### src/rtl/sar_conv_sequencer.sv
// Successive-approximation conversion sequencer.
// Runs a sample window, then resolves one result bit per clock, MSB first,
// using the comparator, and finally latches the finished code into DataOut.
// Conversions can run one at a time or back to back, and Abort cancels
// a conversion that is in progress.
module sar_conv_sequencer #(
    parameter int DATA       = 8,
    parameter int SAMPLE_CYC = 4,
    parameter int CNT_W      = 4
) (
    input  logic            ClockT,
    input  logic            ResetN,
    input  logic            Start,
    input  logic            Continuous,
    input  logic            Abort,
    input  logic            CompIn,
    output logic [1:0]      StateP,
    output logic [DATA-1:0] SAROut,
    output logic            SampleEn,
    output logic            Busy,
    output logic            Done,
    output logic [DATA-1:0] DataOut
);

    // The encoding doubles as the phase code sent downstream.
    typedef enum logic [1:0] {
        S_IDLE    = 2'b00,
        S_SAMPLE  = 2'b01,
        S_CONVERT = 2'b10,
        S_DONE    = 2'b11
    } StateT;

    localparam logic [CNT_W-1:0] SAMPLE_LAST = CNT_W'(SAMPLE_CYC - 1);
    localparam logic [CNT_W-1:0] BIT_TOP     = CNT_W'(DATA - 1);
    localparam logic [CNT_W-1:0] CNT_ONE     = CNT_W'(1);
    localparam logic [DATA-1:0]  ONE_D       = DATA'(1);
    localparam logic [DATA-1:0]  MSB_TRIAL   = ONE_D << (DATA - 1);

    StateT           stateReg;
    StateT           stateNext;
    logic [CNT_W-1:0] cntReg;
    logic [CNT_W-1:0] cntNext;
    logic [DATA-1:0]  sarReg;
    logic [DATA-1:0]  sarNext;
    logic [DATA-1:0]  dataReg;
    logic [DATA-1:0]  dataNext;
    logic [DATA-1:0]  bitMask;
    logic [DATA-1:0]  resolved;

    // State, counter, trial code and result registers; async reset clears everything.
    always_ff @(posedge ClockT or negedge ResetN) begin
        if (!ResetN) begin
            stateReg <= S_IDLE;
            cntReg   <= '0;
            sarReg   <= '0;
            dataReg  <= '0;
        end else begin
            stateReg <= stateNext;
            cntReg   <= cntNext;
            sarReg   <= sarNext;
            dataReg  <= dataNext;
        end
    end

    // Next-state logic: in CONVERT the counter is the index of the bit under trial.
    always_comb begin
        stateNext = stateReg;
        cntNext   = cntReg;
        sarNext   = sarReg;
        dataNext  = dataReg;
        bitMask   = ONE_D << cntReg;
        resolved  = sarReg;
        case (stateReg)
            S_IDLE: begin
                if (Start && !Abort) begin
                    stateNext = S_SAMPLE;
                    cntNext   = '0;
                    sarNext   = '0;
                end
            end
            S_SAMPLE: begin
                if (Abort) begin
                    stateNext = S_IDLE;
                    cntNext   = '0;
                    sarNext   = '0;
                end else if (cntReg == SAMPLE_LAST) begin
                    stateNext = S_CONVERT;
                    cntNext   = BIT_TOP;
                    sarNext   = MSB_TRIAL;
                end else begin
                    cntNext = cntReg + CNT_ONE;
                end
            end
            S_CONVERT: begin
                if (Abort) begin
                    stateNext = S_IDLE;
                    cntNext   = '0;
                    sarNext   = '0;
                end else begin
                    resolved = CompIn ? sarReg : (sarReg & ~bitMask);
                    if (cntReg != '0) begin
                        sarNext = resolved | (bitMask >> 1);
                        cntNext = cntReg - CNT_ONE;
                    end else begin
                        sarNext   = resolved;
                        dataNext  = resolved;
                        stateNext = S_DONE;
                    end
                end
            end
            S_DONE: begin
                cntNext = '0;
                if (Abort) begin
                    stateNext = S_IDLE;
                    sarNext   = '0;
                end else if (Continuous) begin
                    stateNext = S_SAMPLE;
                    sarNext   = '0;
                end else begin
                    stateNext = S_IDLE;
                end
            end
            default: begin
                stateNext = S_IDLE;
                cntNext   = '0;
                sarNext   = '0;
            end
        endcase
    end

    assign StateP   = stateReg;
    assign SAROut   = sarReg;
    assign DataOut  = dataReg;
    assign SampleEn = (stateReg == S_SAMPLE);
    assign Busy     = (stateReg == S_SAMPLE) || (stateReg == S_CONVERT);
    assign Done     = (stateReg == S_DONE);

endmodule

### config.mk
export PLATFORM = sky130hd
export DESIGN_NAME = sar_conv_sequencer
export DESIGN_NICKNAME = d
export VERILOG_FILES = /design/src/rtl/sar_conv_sequencer.sv
export SDC_FILE = /design/constraint.sdc
export NUM_CORES = 1
export LEC_CHECK = 0
export CAP_MARGIN = 20
export CORE_MARGIN = 3
export CORE_UTILIZATION = 55
export CTS_CLUSTER_DIAMETER = 40
export DETAILED_ROUTE_END_ITERATION = 8
export PLACE_DENSITY = 0.84
export SLEW_MARGIN = 20
export SYNTH_ARGS = -nofsm -noshare
export SYNTH_HDL_FRONTEND = slang
export SYNTH_SLANG_ARGS = --single-unit
### constraint.sdc
create_clock -name ClockT -period 4.05 [get_ports ClockT]
set_input_delay 0.405 -clock ClockT [delete_from_list [all_inputs] [get_ports ClockT]]
set_output_delay 0.405 -clock ClockT [all_outputs]
set_load 0.005 [all_outputs]
# == Word level (Yosys, flattened, before mapping) ==
# Index checks and enable logic that the tools add are counted.
# word_totals
input_bits,6
out_inout_bits,21
regBits,22
word_cells,53
# op_classes
n_reduce_logical,9
add_sub_neg,2
bitwise_logic,5
eq_ne,9
shifts,1
n_mux,23
# op_table
operator,count
$mux 8,8
$pmux 8 s4,1
$mux 4,5
$pmux 4 s4,1
$mux 2,5
$ne 3x3->1 const B,3
$reduce_and 3->1,3
$and 8x8->8,1
$not 8->8,1
$or 8x7->8,1
$pmux 2 s4,1
$shl 1x4->8 const A,1
$add 4x1->4 const B,1
$eq 2x2->1 const B,2
$eq 4x2->1 const B,1
$reduce_bool 4->1,1
$sub 4x1->4 const B,1
$ne 3x2->1 const B,1
$eq 2x1->1 const B,1
$logic_not 2->1,1
$mux 1,2
$ne 2x2->1 const B,1
$not 1->1,2
$reduce_and 2->1,1
3 further kinds,3

# == Longest topological paths before layout ==
# Gate-level depths: netlist of run 1.
# depth
ltp_word,8
depth_mapped,7
ltp_nobuf,6

# == Worst setup path after synthesis of run 1 ==
# No wires, ideal clock.
# synth_timing
kind,flip-flop to flip-flop
start,"reg stateReg[0], in the netlist StateP[0]"
end,"reg sarReg[3], in the netlist SAROut[3]"
required_time_ns,3.928
path_stages_with_launch,8
t_arrival_ns,1.682
path_buffers,2
setup_slack_ns,2.246
period_less_slack_ns,1.804
setup_time_ns,0.122
cell_sequence,dfrtp_1 -> inv_1 -> ha_1 -> and3b_1 -> buf_6 -> and3_1 -> buf_2 -> a32o_1
# synth_via
elab_chain_cells,3
word_cells_on_any_way,9
classes_between,eq/ne: 6; mux: 1; reduce/logical: 2
# synth_lines
element,line_no,source
from (decl),39,StateT stateReg;
from (signal assigned),58,stateReg <= stateNext;
$eq 2x2->1 (tied with other cells),73,case (stateReg)
$ne 3x3->1 (no source line) (tied with other cells),-,
$reduce_and 3->1 (no source line),-,
to (signal assigned),60,sarReg <= sarNext;
to (decl),43,logic [DATA-1:0] sarReg;
# Parallel ways exist; a longest one is shown, timed or not.
# A chain may end at the register's enable or synchronous reset.

# == Worst setup path in the final report of run 1 ==
# layout_timing
start,reg cntReg[0]
end,"reg sarReg[3], in the netlist SAROut[3]"
# layout_via
elab_chain_cells,8
word_cells_on_any_way,12
classes_between,eq/ne: 2; shift: 1; mux: 4; bitwise: 3; reduce/logical: 2
# layout_lines
element,line_no,source
from (decl),41,logic [CNT_W-1:0] cntReg;
from (signal assigned),59,cntReg <= cntNext;
$shl 1x4->8,71,bitMask = ONE_D << cntReg;
$not 8->8,100,resolved = CompIn ? sarReg : (sarReg & ~bitMask);
$and 8x8->8,100,
$mux 8,100,
$or 8x7->8,102,sarNext = resolved | (bitMask >> 1);
$mux 8,101,if (cntReg != '0) begin
$mux 8,95,if (Abort) begin
$pmux 8 s4,73,
# Parallel ways exist; a longest one is shown, timed or not.

==> results of run 1 <==
==> per-layer routing <==
layer / vias up / global-route usage, % / part of all wire, %
li1: 594 / - / -
met1: 617 / 29.0 / 41
met2: 57 / 38.3 / 50
met3: 11 / 3.62 / 6.9
met4: 0 / 6.62 / 2.1
met5: - / 0 / 0
==> flip-flops by register name, indices dropped and copies added (netlist names) <==
signal / count
DataOut: 8
SAROut: 8
cntReg: 4
StateP: 2
==> path summary, 6_finish.rpt <==
path / end / slack (ns) / cells past startpoint
setup / recovery: SAROut[3] / 1.79 / 5
hold / removal: DataOut[7] / 0.52 / 2
setup reg to reg: SAROut[3] / 1.79 / 5
hold reg to reg: DataOut[7] / 0.52 / 2
max in group asynchronous: cntReg[3] / 2.80 / 1
min in group asynchronous: DataOut[2] / 0.64 / 1
==> area by class of cell <==
class / count / area [um^2]
Clock inverter: 1 / 30.0
Multi-Input combinational cell: 111 / 800
Timing Repair Buffer: 26 / 260
Inverter: 9 / 33.8
Fill cell: 181 / 608
Clock buffer: 3 / 22.5
Tap cell: 28 / 35.0
Sequential cell: 22 / 551
==> logic make-up after synthesis <==
family,after synthesis
adder cells (fa/ha/maj),12
AND/OR/NAND/NOR,50
flip-flops,22
AO/OA/AOI/OAI,45
XOR/XNOR,1
multiplexers,3
buffers and inverters,17
==> report_power, final <==
| part | switching, uW | leakage (uW) | internal, uW | total (uW) |
|---|---|---|---|---|
| Clock | 72.1 | 0.0000279 | 100 | 172 |
| Sequential | 36.4 | 0.000303 | 243 | 279 |
| Combinational | 224 | 0.000459 | 178 | 403 |
| Total | 333 | 0.000790 | 521 | 854 |
==> metrics by stage <==
step           instances  hold slack [ns]  instance area [um^2]  worst slack, ns  total power (uW)
3_3_place_gp         196            0.470                  1680             1.92               661
4_1_cts              200            0.518                  1730             1.83               852
3_5_place_dp         196            0.486                  1680             1.80               678
2_1_floorplan        150            0.109                  1430             2.25               541
6_report             200            0.515                  1730             1.79               854
5_1_grt              200            0.545                  1730             1.67               908
==> layout by cell type, fill, tap and decap left out, types with 2 or more instances in the layout <==
master,n
a21oi_1,8
a22o_1,3
a31oi_1,2
a32o_1,5
and3_1,2
clkbuf_4,3
clkdlybuf4s50_1,26
dfrtp_1,22
ha_1,12
inv_1,9
mux2_2,3
nand2_1,15
nand2b_1,4
nand3_1,8
nand3b_1,2
nor2_1,4
nor2b_1,4
o21ai_0,6
o21ai_1,6
o22ai_1,4
o41ai_1,3
==> critical path: cells and delay by family, from the launching register on <==
family	cells	cell delay, ns
compound gates	1	0.22
fa+ha+maj	1	0.33
flops	1	0.54
simple gates	3	1.11
==> out/results.ini, run 1 <==
[synth]
synth_edf_count=0
synthAdderAreaFrac_pct=10.5
post_synth_num_cell_types=42
synthSimpleGateAreaFrac_pct=20.1
netlist.area_leader.share_pct=38.5
ys_top_cells_by_count=22 x dfrtp_1, 15 x nand2_1, 12 x ha_1
synth_compound_area_share_pct=22.3
postSynthCellCount=150
synthMuxAreaShare_pct=2.36
avgSynthCellArea_um2=9.54
async_reset_ff_share_pct=100
yosysSeqAreaShare_pct=38.5
synth_top_family_by_area=compound AO/OA/AOI/OAI gates
ys_warn_count=0
synthXorXnorAreaFrac_pct=0.612
syn_area_um2=1430
ys.flop_type=dfrtp_1
ys_ff_latch=22
synth_most_common_cell=dfrtp_1
synth_nets=168
yosysTopAreaCell=dfrtp_1
synth_area_leaders=dfrtp_1 38%, ha_1 10%, nand2_1 3.9%, a32o_1 3.5%, a21oi_1 2.8%

[clock_network]
cts_tree=built
clkTransAtPathRegs_ns=0.13
cts.sinks=22
cts_setup_buffers=0
cts_hold_buf=0
clk_latency_ns=0.31
cts_resized=0
htreeDepth=1
clock_path_buffers=2
cts_made_buffers=3
root_buffer=clkbuf_4

[drt]
drt_wl_total_um=3540
wl_per_cell_um=17.7
vias=1279
drtPass1Iterations=4
via_per_inst=6.40
drc=0
first_iter_violations=78
ant_nets=0

[outcome]
status=complete, no violations

[die]
start_util_pct=61.2
io_pins=27
dieHeight_um=57.0
die_w_um=57.0
coreArea_um2=2340
fp.dieArea_um2=3250
rows=17

[worst_setup_path]
startpoint=cntReg[0]
crit_type=reg -> reg
max_stage_delay_ns=0.54
path_cells=ha_1, or3b_1, nand2_1, and3_1, a32o_1
worst_setup_path_end_kind=flip-flop
critPathSlowestCell=dfrtp_1
cp-start-kind=flip-flop
crit_required_ns=4.31
r2r_start=cntReg[0]
crit_fanout=11
cp.arrival_ns=2.51

[global_routing]
grt_max_degree=23
grt_pass1_wl_um=5800
antenna_found_initial=0
grt_util_all_layers_pct=22.4
grt_pass1_vias=1209
gr-total-overflow=0

[flow_run]
max_cap_violations=0

[cells_and_area]
syn2layout_area_growth_pct=21.0
final_nets=191
final_core_util_pct=74.0
drive_gt1_share_pct=6.40
antenna_cells=0

[timing]
final_max_slew_viol_count=0
period_share_pct=55.7
max_freq_mhz=443
slew-limit-headroom_pct=31.3
final-hold-violation-count=0
tightest_slew_ns=1.03
fin_worst_skew_ns=0.00320
setup_viol=0
rsz0062_at_grt=no
timing.final.crit_period_ns=2.26
fin_setup_tns_ns=0

[power]
powerDensity_nw_per_um2=493
vdd_ir_drop_max_uv=471
leakage_uw=0.000790

[hold_path]
hold_start=DataOut[7]
hold_class=reg -> reg

[place]
globalplace.congestion=0.877
dp_hpwl_um=2580
port-buffer-count=26

(Power assumes the default switching activity.)
==> run 2, diff against run 1 <==
--- a/config.mk
+++ b/config.mk
@@ -7,10 +7,10 @@
 export LEC_CHECK = 0
 export CAP_MARGIN = 20
 export CORE_MARGIN = 3
-export CORE_UTILIZATION = 55
+export CORE_UTILIZATION = 46
 export CTS_CLUSTER_DIAMETER = 40
 export DETAILED_ROUTE_END_ITERATION = 8
-export PLACE_DENSITY = 0.84
+export PLACE_DENSITY = 0.75
 export SLEW_MARGIN = 20
 export SYNTH_ARGS = -nofsm -noshare
 export SYNTH_HDL_FRONTEND = slang
==> constraint.sdc (replaced) <==
create_clock -name ClockT -period 1.8 [get_ports ClockT]
set_input_delay 0.18 -clock ClockT [delete_from_list [all_inputs] [get_ports ClockT]]
set_output_delay 0.18 -clock ClockT [all_outputs]
set_load 0.005 [all_outputs]
==> run 2 against run 1 <==
Against the previous run: hold slack got worse by 0.31 ns; non-clock buffer count rose by 27; cell area rose by 15%; via count rose by 8.1%; worst setup slack got worse by 1.7 ns; clock skew barely moved; maximum frequency rose by 30%; critical path depth rose by 1; first-iteration DRC count fell by 29%; highest routed layer unchanged.
==> out/results.ini, run 2 (synthesized netlist as in run 1, its figures left out) <==
[drt]
first_iter_violations=55
drc=0
drt_wl_total_um=3760
via_per_inst=6.01
vias=1382
ant_nets=0
wl_per_cell_um=16.4
drtPass1Iterations=4

[global_routing]
grt_pass1_vias=1381
gr-total-overflow=0
grt_max_degree=23
grt_util_all_layers_pct=22.1
antenna_found_initial=0
grt_pass1_wl_um=6350

[timing]
setup_slack_ns=0.0649
final_max_slew_viol_count=0
timing.final.crit_period_ns=1.74
max_freq_mhz=576
rsz0062_at_grt=yes
setup_viol=0
tightest_slew_ns=0.420
final-hold-violation-count=0
fin_worst_skew_ns=0.00282
fin_setup_tns_ns=0
slew-limit-headroom_pct=72.0
period_share_pct=96.4

[flow_run]
max_cap_violations=0

[worst_setup_path]
startpoint=cntReg[0]
cp.arrival_ns=1.95
rrSetupSlack_ns=0.06
r2r_start=cntReg[0]
r2r-end=SAROut[2]
cp-start-kind=flip-flop
crit_type=reg -> reg
r2r_cells=6
crit_required_ns=2.01
worst_setup_path_end_kind=flip-flop
crit_fanout=4

[cells_and_area]
mostFrequentLayoutCell=buf_4
final_cell_area_um2=1980
final_nets=218
fillers=228
drive_gt1_share_pct=23.1
antenna_cells=0
final_cell_mix=26 x buf_4, 24 x clkdlybuf4s50_1, 22 x dfrtp_1
syn2layout_area_growth_pct=38.5
regArea_um2=551
multi_input_area_um2=831

[place]
globalplace.congestion=0.862
port-buffer-count=26
dp_hpwl_um=2840
pre_cts_slack_ns=0.00146
post_dp_cell_area_um2=1860

[die]
dieHeight_um=61.8
start_util_pct=50.2
io_pins=27
fp.dieArea_um2=3820
coreArea_um2=2850
rows=19
die_w_um=61.8

[clock_network]
cts_tree=built
root_buffer=clkbuf_4
clock_path_buffers=2
cts_made_buffers=3
cts_hold_buf=0
clk_latency_ns=0.31
clkTransAtPathRegs_ns=0.13
cts.sinks=22
htreeDepth=1

[power]
powerDensity_nw_per_um2=1120
p_switching_uw=815
p_total_uw=2220
vdd_ir_drop_max_uv=899
comb_power_share_pct=56.2
p_seq_share_pct=26.7
cellInternalPower_uw=1410
p_sw_share_pct=36.7
clock_power_share_pct=17.1
leakage_uw=0.000941

[hold_path]
hold_class=in -> async

[outcome]
status=complete, no violations

==> run 2: area by class of cell <==
type                       count  share of cell area (%)
multi-input combinational    111                    41.9
sequential                    22                    27.8
timing repair buffer          53                    24.0
tap                           31                    1.96
inverter                       9                    1.70
clock inverter                 1                    1.51
clock buffer                   3                    1.14
==> run 2: metrics by stage <==
stage,std cells,hold slack (ns),utilization (%)
after global routing,230,0.217,69.5
after detailed placement,219,0.476,65.1
after global placement,219,0.469,65.1
after CTS,226,0.203,67.8
final,230,0.202,69.5
after floorplan,150,-0.116,-
==> run 2: layer usage <==
| metal | vias to the layer above | routed length, um | global-route usage (%) |
|---|---|---|---|
| li1 | 650 | - | - |
| met1 | 677 | 1550 | 27.7 |
| met2 | 49 | 1940 | 38.4 |
| met3 | 6 | 219 | 3.51 |
| met4 | 0 | 52 | 7.58 |
| met5 | - | 0 | 0 |
==> run 2: worst max-delay path, stage by stage, from the launching register on <==
cell and delay, ns:
dfrtp_1 0.43, inv_1 0.12, ha_2 0.19, or4b_4 0.47
nand2_1 0.09, nand3_1 0.09, a22o_1 0.24
==> run 2: worst max-delay path by stage <==
stage	endpoint	slack [ns]	cells past startpoint
6_report	SAROut[2]	0.06	6
5_1_grt	SAROut[2]	-0.03	6
4_1_cts	SAROut[2]	0.004	6
3_5_place_dp	DataOut[6]	0.001	6
3_3_place_gp	SAROut[6]	0.08	5
2_1_floorplan	SAROut[4]	0.07	7
==> run 2: power by group through the flow <==
stage	registers (uW)	logic [uW]	clock network [uW]
2_1_floorplan	610	641	0
3_3_place_gp	604	1090	0
3_5_place_dp	608	1140	0
4_1_cts	595	1160	393
5_1_grt	605	1370	410
6_report	594	1250	381
==> run 2: timing repair <==
item | 4_1_cts | 5_1_grt
pin swaps | 0 | 1
resized for setup | 3 | 6
endpoints found under the setup margin | 10 | 14
setup buffers | 3 | 4
